File: src/rtl/term_sm_pkg.sv
// Shared definitions for the loopback switch matrix: per-channel mode encoding
// and the number of configuration bits each channel occupies.
package term_sm_pkg;

  typedef enum logic [1:0] {
    MODE_PASS = 2'b00,
    MODE_REG  = 2'b01,
    MODE_ZERO = 2'b10,
    MODE_ONE  = 2'b11
  } mode_e;

  localparam int BITS_PER_CH = 2;

endpackage

File: src/rtl/term_sm_cfg_chain.sv
// Serial configuration chain: shift register, load counter and commit/abort logic.
// The active register only changes when a complete load is committed.
module term_sm_cfg_chain
  import term_sm_pkg::*;
#(
  parameter int CFGW = 72
) (
  input  logic            clk_i,
  input  logic            rst_i,
  input  logic            conf_en_i,
  input  logic            conf_in_i,
  output logic            conf_out_o,
  output logic            conf_done_o,
  output logic [CFGW-1:0] active_o
);

  localparam int              CNTW = $clog2(CFGW + 1);
  localparam logic [CNTW-1:0] FULL = CNTW'(CFGW);

  logic [CFGW-1:0] shift_q, shift_d;
  logic [CFGW-1:0] active_q, active_d;
  logic [CNTW-1:0] cnt_q, cnt_d;
  logic            en_q, en_d;
  logic            done_q, done_d;

  always_comb begin
    shift_d  = shift_q;
    active_d = active_q;
    cnt_d    = cnt_q;
    done_d   = done_q;
    en_d     = conf_en_i;
    if (conf_en_i) begin
      shift_d = {shift_q[CFGW-2:0], conf_in_i};
      // A full counter seeing another shift means this bit starts a fresh load.
      cnt_d   = (cnt_q == FULL) ? CNTW'(1) : cnt_q + CNTW'(1);
      done_d  = 1'b0;
    end else if (en_q) begin
      if (cnt_q == FULL) begin
        active_d = shift_q;
        done_d   = 1'b1;
      end
      cnt_d = '0;
    end
  end

  always_ff @(posedge clk_i) begin
    if (rst_i) begin
      shift_q  <= '0;
      active_q <= '0;
      cnt_q    <= '0;
      en_q     <= 1'b0;
      done_q   <= 1'b0;
    end else begin
      shift_q  <= shift_d;
      active_q <= active_d;
      cnt_q    <= cnt_d;
      en_q     <= en_d;
      done_q   <= done_d;
    end
  end

  assign conf_out_o  = shift_q[CFGW-1];
  assign conf_done_o = done_q;
  assign active_o    = active_q;

endmodule

File: src/rtl/term_loopback_switch_matrix.sv
// Loopback switch matrix: index-reversed north->south wires with per-channel
// PASS/REG/ZERO/ONE modes. Define TERM_PIPE_REG_EN to build the REG-mode flops.
module term_loopback_switch_matrix
  import term_sm_pkg::*;
#(
  parameter int N1W = 4,
  parameter int N2W = 8,
  parameter int N4W = 16
) (
  input  logic           UserCLK,
  input  logic           Reset,
  input  logic           ConfEn,
  input  logic           ConfIn,
  output logic           ConfOut,
  output logic           ConfDone,
  input  logic [N1W-1:0] N1END,
  input  logic [N2W-1:0] N2MID,
  input  logic [N2W-1:0] N2END,
  input  logic [N4W-1:0] N4END,
  output logic [N1W-1:0] S1BEG,
  output logic [N2W-1:0] S2BEG,
  output logic [N2W-1:0] S2BEGb,
  output logic [N4W-1:0] S4BEG
);

  localparam int C    = N1W + 2*N2W + N4W;
  localparam int CFGW = BITS_PER_CH * C;

  logic [C-1:0]    src_w;
  logic [C-1:0]    out_w;
  logic [CFGW-1:0] active_w;

  term_sm_cfg_chain #(.CFGW(CFGW)) u_cfg (
    .clk_i       (UserCLK),
    .rst_i       (Reset),
    .conf_en_i   (ConfEn),
    .conf_in_i   (ConfIn),
    .conf_out_o  (ConfOut),
    .conf_done_o (ConfDone),
    .active_o    (active_w)
  );

  // Channel vector in output order; every source bus is wired index-reversed.
  always_comb begin
    src_w = '0;
    for (int i = 0; i < N1W; i++) src_w[i]                 = N1END[N1W-1-i];
    for (int i = 0; i < N2W; i++) src_w[N1W+i]             = N2MID[N2W-1-i];
    for (int i = 0; i < N2W; i++) src_w[N1W+N2W+i]         = N2END[N2W-1-i];
    for (int i = 0; i < N4W; i++) src_w[N1W+2*N2W+i]       = N4END[N4W-1-i];
  end

`ifdef TERM_PIPE_REG_EN
  logic [C-1:0] pipe_q;

  always_ff @(posedge UserCLK) begin
    if (Reset) pipe_q <= '0;
    else       pipe_q <= src_w;
  end
`endif

  always_comb begin
    out_w = src_w;
    for (int k = 0; k < C; k++) begin
      case (mode_e'(active_w[BITS_PER_CH*k +: BITS_PER_CH]))
        MODE_PASS: out_w[k] = src_w[k];
`ifdef TERM_PIPE_REG_EN
        MODE_REG:  out_w[k] = pipe_q[k];
`else
        MODE_REG:  out_w[k] = src_w[k];
`endif
        MODE_ZERO: out_w[k] = 1'b0;
        MODE_ONE:  out_w[k] = 1'b1;
        default:   out_w[k] = src_w[k];
      endcase
    end
  end

  assign S1BEG  = out_w[N1W-1:0];
  assign S2BEG  = out_w[N1W +: N2W];
  assign S2BEGb = out_w[N1W+N2W +: N2W];
  assign S4BEG  = out_w[N1W+2*N2W +: N4W];

endmodule
File: config.mk
export PLATFORM = sky130hd
export DESIGN_NAME = term_loopback_switch_matrix
export DESIGN_NICKNAME = d
export VERILOG_FILES = /design/src/rtl/term_sm_pkg.sv /design/src/rtl/term_sm_cfg_chain.sv /design/src/rtl/term_loopback_switch_matrix.sv
export SDC_FILE = /design/constraint.sdc
export NUM_CORES = 1
export LEC_CHECK = 0
export ABC_AREA = 1
export CORE_MARGIN = 1
export CORE_UTILIZATION = 55
export DETAILED_ROUTE_END_ITERATION = 7
export PLACE_DENSITY_LB_ADDON = 0.12
export SYNTH_ARGS = -nofsm -noshare
export SYNTH_HDL_FRONTEND = slang
export SYNTH_SLANG_ARGS = --single-unit
File: constraint.sdc
create_clock -name UserCLK -period 1.7 [get_ports UserCLK]
set_clock_uncertainty 0.05 [all_clocks]
set_input_delay 0.255 -clock UserCLK [delete_from_list [all_inputs] [get_ports UserCLK]]
set_output_delay 0.255 -clock UserCLK [all_outputs]
set_load 0.05 [all_outputs]
**Word level (Yosys, flattened, before mapping)**

Index checks and enable logic that the tools add are counted.

- Add/subtract/negate cells: 1
- Eq/ne operators: 109
- Mux-type cells: 39
- Bitwise operators: 1
- Reduce and logical (&&, ||, !) cells: 76

Operator list:

| cell | count |
|---|---|
| equality test 2 bit (second input constant) | 72 |
| one-hot mux 1 bit (3 select lines) | 36 |
| OR reduction 2 bit | 37 |
| equality test 2 x 1 -> 1 bit (second input constant) | 36 |
| zero test 2 bit | 36 |
| 2-to-1 mux 7 bit | 3 |
| adder 7 x 1 -> 7 bit (second input constant) | 1 |
| equality test 7 bit (second input constant) | 1 |
| AND reduction 3 bit | 1 |
| AND reduction 2 bit | 1 |
| nonzero test 2 bit | 1 |
| inverter 1 bit | 1 |

- Flip-flop bits (word level): 153
- Input port bits: 40
- Output and inout port bits: 38
- Word-level logic and storage cells: 231

**Logic depth before layout (Yosys ltp)**

- Depth in word-level cells: 3
- Depth in mapped cells: 9
- Depth with buffers taken out: 8

**Hierarchy**

From an unflattened synthesis, not the netlist that was laid out.

- Cell total of the unflattened synthesis: 763
- Area total of the unflattened synthesis: 5,826.8 um^2

Modules (own cells, without submodules):

| module | times used | cells each | area each (um^2) | sequential area each (um^2) |
|---|---|---|---|---|
| term_sm_cfg_chain | 1 | 619 | 5,286.3 | 3,062.9 |
| term_loopback_switch_matrix | 1 | 144 | 540.5 | 0.0 |

**Least setup slack after synthesis**

No wires, ideal clock.

- Path kind: flip-flop to output port
- Start: reg u_cfg.active_q[71], in the netlist u_cfg.active_o[71]
- End: out S4BEG[15]
- Arrival: 1,436 ps
- Data required time: 1,395 ps
- Setup slack: -41 ps
- Stages on the path, launching flop included: 3
- Path buffers: 0
- Path through: dfxtp_1 -> inv_1 -> o21ai_0

- Cells in the longest elaborated chain, start to end: 3
- Elaborated cells between the ends (all ways): 6

RTL lines:

| what | line | text |
|---|---|---|
| from (decl) | term_sm_cfg_chain.sv:21 | `logic [CFGW-1:0] active_q, active_d;` |
| from (signal assigned) | term_sm_cfg_chain.sv:55 | `active_q <= active_d;` |
| equality test 2 x 1 -> 1 bit or zero test 2 bit (tied branches) | term_loopback_switch_matrix.sv:64 | `case (mode_e'(active_w[BITS_PER_CH*k +: BITS_PER_CH]))` |
| OR reduction 2 bit (no source line) | - |  |
| one-hot mux 1 bit (3 select lines) * | term_loopback_switch_matrix.sv:64 |  |
| to (decl) | term_loopback_switch_matrix.sv:23 | `output logic [N4W-1:0] S4BEG` |

Mark *: on every way between the ends. The rest lies on a longest branch, timed or not.

**Worst setup path in the final report**

- Start: reg u_cfg.cnt_q[0]
- End: reg u_cfg.active_q[2], in the netlist u_cfg.active_o[2]

- Cells in the longest elaborated chain, start to end: 2

RTL lines:

| what | line | text |
|---|---|---|
| from (decl) | term_sm_cfg_chain.sv:22 | `logic [CNTW-1:0] cnt_q, cnt_d;` |
| from (signal assigned) | term_sm_cfg_chain.sv:56 | `cnt_q <= cnt_d;` |
| equality test 7 bit | term_sm_cfg_chain.sv:38 | `if (cnt_q == FULL) begin` |
| AND reduction 3 bit (no source line) | - |  |

No other way between the ends.
A chain may end at the register's enable or synchronous reset.

==> out/metrics.csv <==
stage,metric,value,unit
run_status,status,"complete, no violations",
timing,final setup fails,0,
yosys,dominant cell type by area after synthesis,dfxtp_1,
min_path,hold path startpoint,ConfIn,
timing,final hold slack,0.319,ns
drt,DR vias,5242,
setup_path,"Max FO, Critical Path",9,
clock_tree,clk_lat worst skew,0.53,ns
global_route,grt total ovfl,0,
setup_path,CP required,2.07,ns
yosys,share of the synthesized area in the top cell type,0.516,
layout,layout cells sized above 1,0.120,
power,Leakage,0.00383,µW
layout,Inserted Diodes,0,
die,die area,11200,µm²
timing,Relative slew margins,0.602,
yosys,syn nets,867,
setup_path,crit path launch type,register,
yosys,asr flop ratio synth,0,
clock_tree,Worst-path clk slew,0.06,ns
timing,Tmin final,1.70,ns
clock_tree,CTS Sinks,153,
power,total power,8210,µW
timing,max-slew violations,0,
die,Top-Level Pins,78,
die,initial core utilization,0.570,
drt,initial DRC count,309,
layout,nets@finish,957,
run,max_cap viols,0,
timing,"Hold Vio Cnt, Final",0,
drt,wire per inst,12.7,µm
layout,Synth-to-Final Area Change,37.1,%
clock_tree,Root Buffer,clkbuf_8,
yosys,Mapped Avg Cell Area,7.19,µm²
global_route,vias in the first global route,4929,
yosys,Main synth FF type,dfxtp_1,
yosys,Syn Std Cell Area,5940,µm²
place,PortBufs,77,
setup_path,Worst Path Arrival,2.06,ns
yosys,Yosys warnings,0,
die,core area,10400,µm²
yosys,Yosys cell types,18,
clock_tree,CTS buffer count,17,
die,FP Rows,37,
place,dpl hpwl,7970,µm
yosys,Post-synth EDFFs,0,
drt,iteration count of the initial detailed-routing pass,5,
setup_path,slowest cell on the critical path,dfxtp_2,
setup_path,"Largest stage delay, worst path",0.32,ns
clock_tree,"Hold-fix buffers, CTS",0,
setup_path,Critical R2R Launch,u_cfg.cnt_q[0],
setup_path,critical path class,register to register,
place,Post-Place Setup Slack,0.0141,ns
drt,DRC Markers,0,
global_route,GRT Resource Usage Total,0.235,
yosys,post-synthesis instance total,825,
timing,setup ws final,0.00403,ns
die,Die H,106,µm
timing,Max Freq,590,MHz
clock_tree,Clock H-tree levels,4,
setup_path,sequence of cells on the critical path,"inv_1, ha_2, nand3_2, nor2_4, nand3_4, clkbuf_16, clkbuf_16, nor2_1, nor2_1",
timing,period utilisation layout,0.998,
place,routability cong.,0.793,
min_path,worst hold path type,input port to register,
min_path,hold depth,3,
yosys,"Seq/Total Area, Yosys",0.516,
setup_path,Crit. End Element,register,
drt,vias per cell,4.93,
timing,Setup TNS Final,0,ns
yosys,commonest cells in the netlist,"nand2_1 (196), inv_1 (154), dfxtp_1 (153)",
drt,final WL,13500,µm
die,chip width,106,µm
setup_path,FF-to-FF path depth,9,
setup_path,"reg-to-reg slack, setup",0.004,ns
setup_path,RR Endpoint,u_cfg.active_o[2],
global_route,initial antenna violation count,0,
power,worst vdd ir,0.000676,V
min_path,Worst Hold End,u_cfg.shift_q[0],
yosys,most common cell in the netlist,nand2_1,
yosys,ranking of synthesized cells by area,"dfxtp_1 (52%), nand2_1 (12%), inv_1 (9.7%), nor2_1 (9.4%), o22ai_1 (7.4%)",
timing,Least-Margin Pin Slew,0.595,ns
power,Power Dens Cells,1010,nW/µm²
global_route,largest net degree at the start of global routing,51,
global_route,global-route wire length before repair,21100,µm
yosys,Synth Register Bits,153,
clock_tree,CTS tree,yes,
clock_tree,clock buffer depth,2,
drt,antenna-violating nets left,0,
==> cells in the final DEF, fill, tap and decap left out, drive strengths merged, types with 2 or more instances in the layout <==
master / instances
clkinv: 3
bufinv: 4
buf: 62
ha: 2
nand3: 11
dfxtp: 153
clkbuf: 25
clkinvlp: 4
nor2: 150
nand2: 196
clkdlybuf4s50: 39
a21oi: 7
o22ai: 70
o21ai: 42
inv: 157
==> per-layer routing <==
layer	share of wire	GRT usage	wire length (µm)
met5	0	0	0
met4	0.016	0.102	213
met3	0.049	0.0464	656
met2	0.52	0.423	6980
met1	0.42	0.268	5660
==> timing repair <==
item	CTS	global route
endpoints found under the setup margin	0	46
resized for setup	0	11
setup buffers	0	2
==> sequential cells by signal (all words and copies together) (netlist names) <==
register           cells
u_cfg.shift_q         72
u_cfg.conf_done_o      1
u_cfg.en_q             1
u_cfg.cnt_q            7
u_cfg.active_o        72
==> report_power, final <==
part	switching [µW]	internal [µW]	total [µW]
Clock	1500	2440	3940
Combinational	352	312	664
Sequential	6.44	3590	3600
Total	1860	6340	8210
==> layout make-up <==
type / count / area [µm²]
Tap cell: 136 / 170
Clock inverter: 13 / 194
Fill cell: 693 / 2280
Sequential cell: 153 / 3060
Clock buffer: 19 / 432
Timing Repair Buffer: 107 / 1560
Inverter: 155 / 582
Multi-Input combinational cell: 481 / 2140
==> logic make-up (layout without fill, tap and decap cells) <==
| logic type | Yosys count | after routing | share of synthesized area |
|---|---|---|---|
| xor gates and xnor gates | 1 | 1 | 0.00148 |
| and+or+nand+nor | 356 | 357 | 0.229 |
| adders and majority gates | 2 | 2 | 0.00422 |
| buffers and inverters | 192 | 294 | 0.132 |
| AOI/OAI and AO/OA | 121 | 121 | 0.118 |
| DFF | 153 | 153 | 0.516 |
==> through the flow <==
step,cells,instance area [µm²],utilization
after CTS,1055,7910,0.759
after global placement,1023,7280,0.699
final,1064,8140,0.781
after detailed placement,1023,7280,0.699
after global routing,1064,8140,0.781
after floorplan,825,5940,-
==> worst max-delay path by stage <==
stage	to	startpoint	cells after the start
final	u_cfg.active_o[2]	u_cfg.cnt_q[0]	9
after CTS	S4BEG[14]	u_cfg.active_o[69]	3
after global placement	u_cfg.shift_q[71]	Reset	5
after floorplan	u_cfg.active_o[71]	u_cfg.cnt_q[0]	9
after detailed placement	u_cfg.shift_q[71]	Reset	5
after global routing	u_cfg.active_o[2]	u_cfg.cnt_q[0]	9
==> worst max-delay path: cells and delay by family (launching register included) <==
family | cells | cell delay [ns]
flip-flops | 1 | 0.32
buffers and inverters | 3 | 0.42
adder cells (fa/ha/maj) | 1 | 0.17
AND/OR/NAND/NOR | 5 | 0.63
No activity file was read; power rests on OpenSTA's default activity.
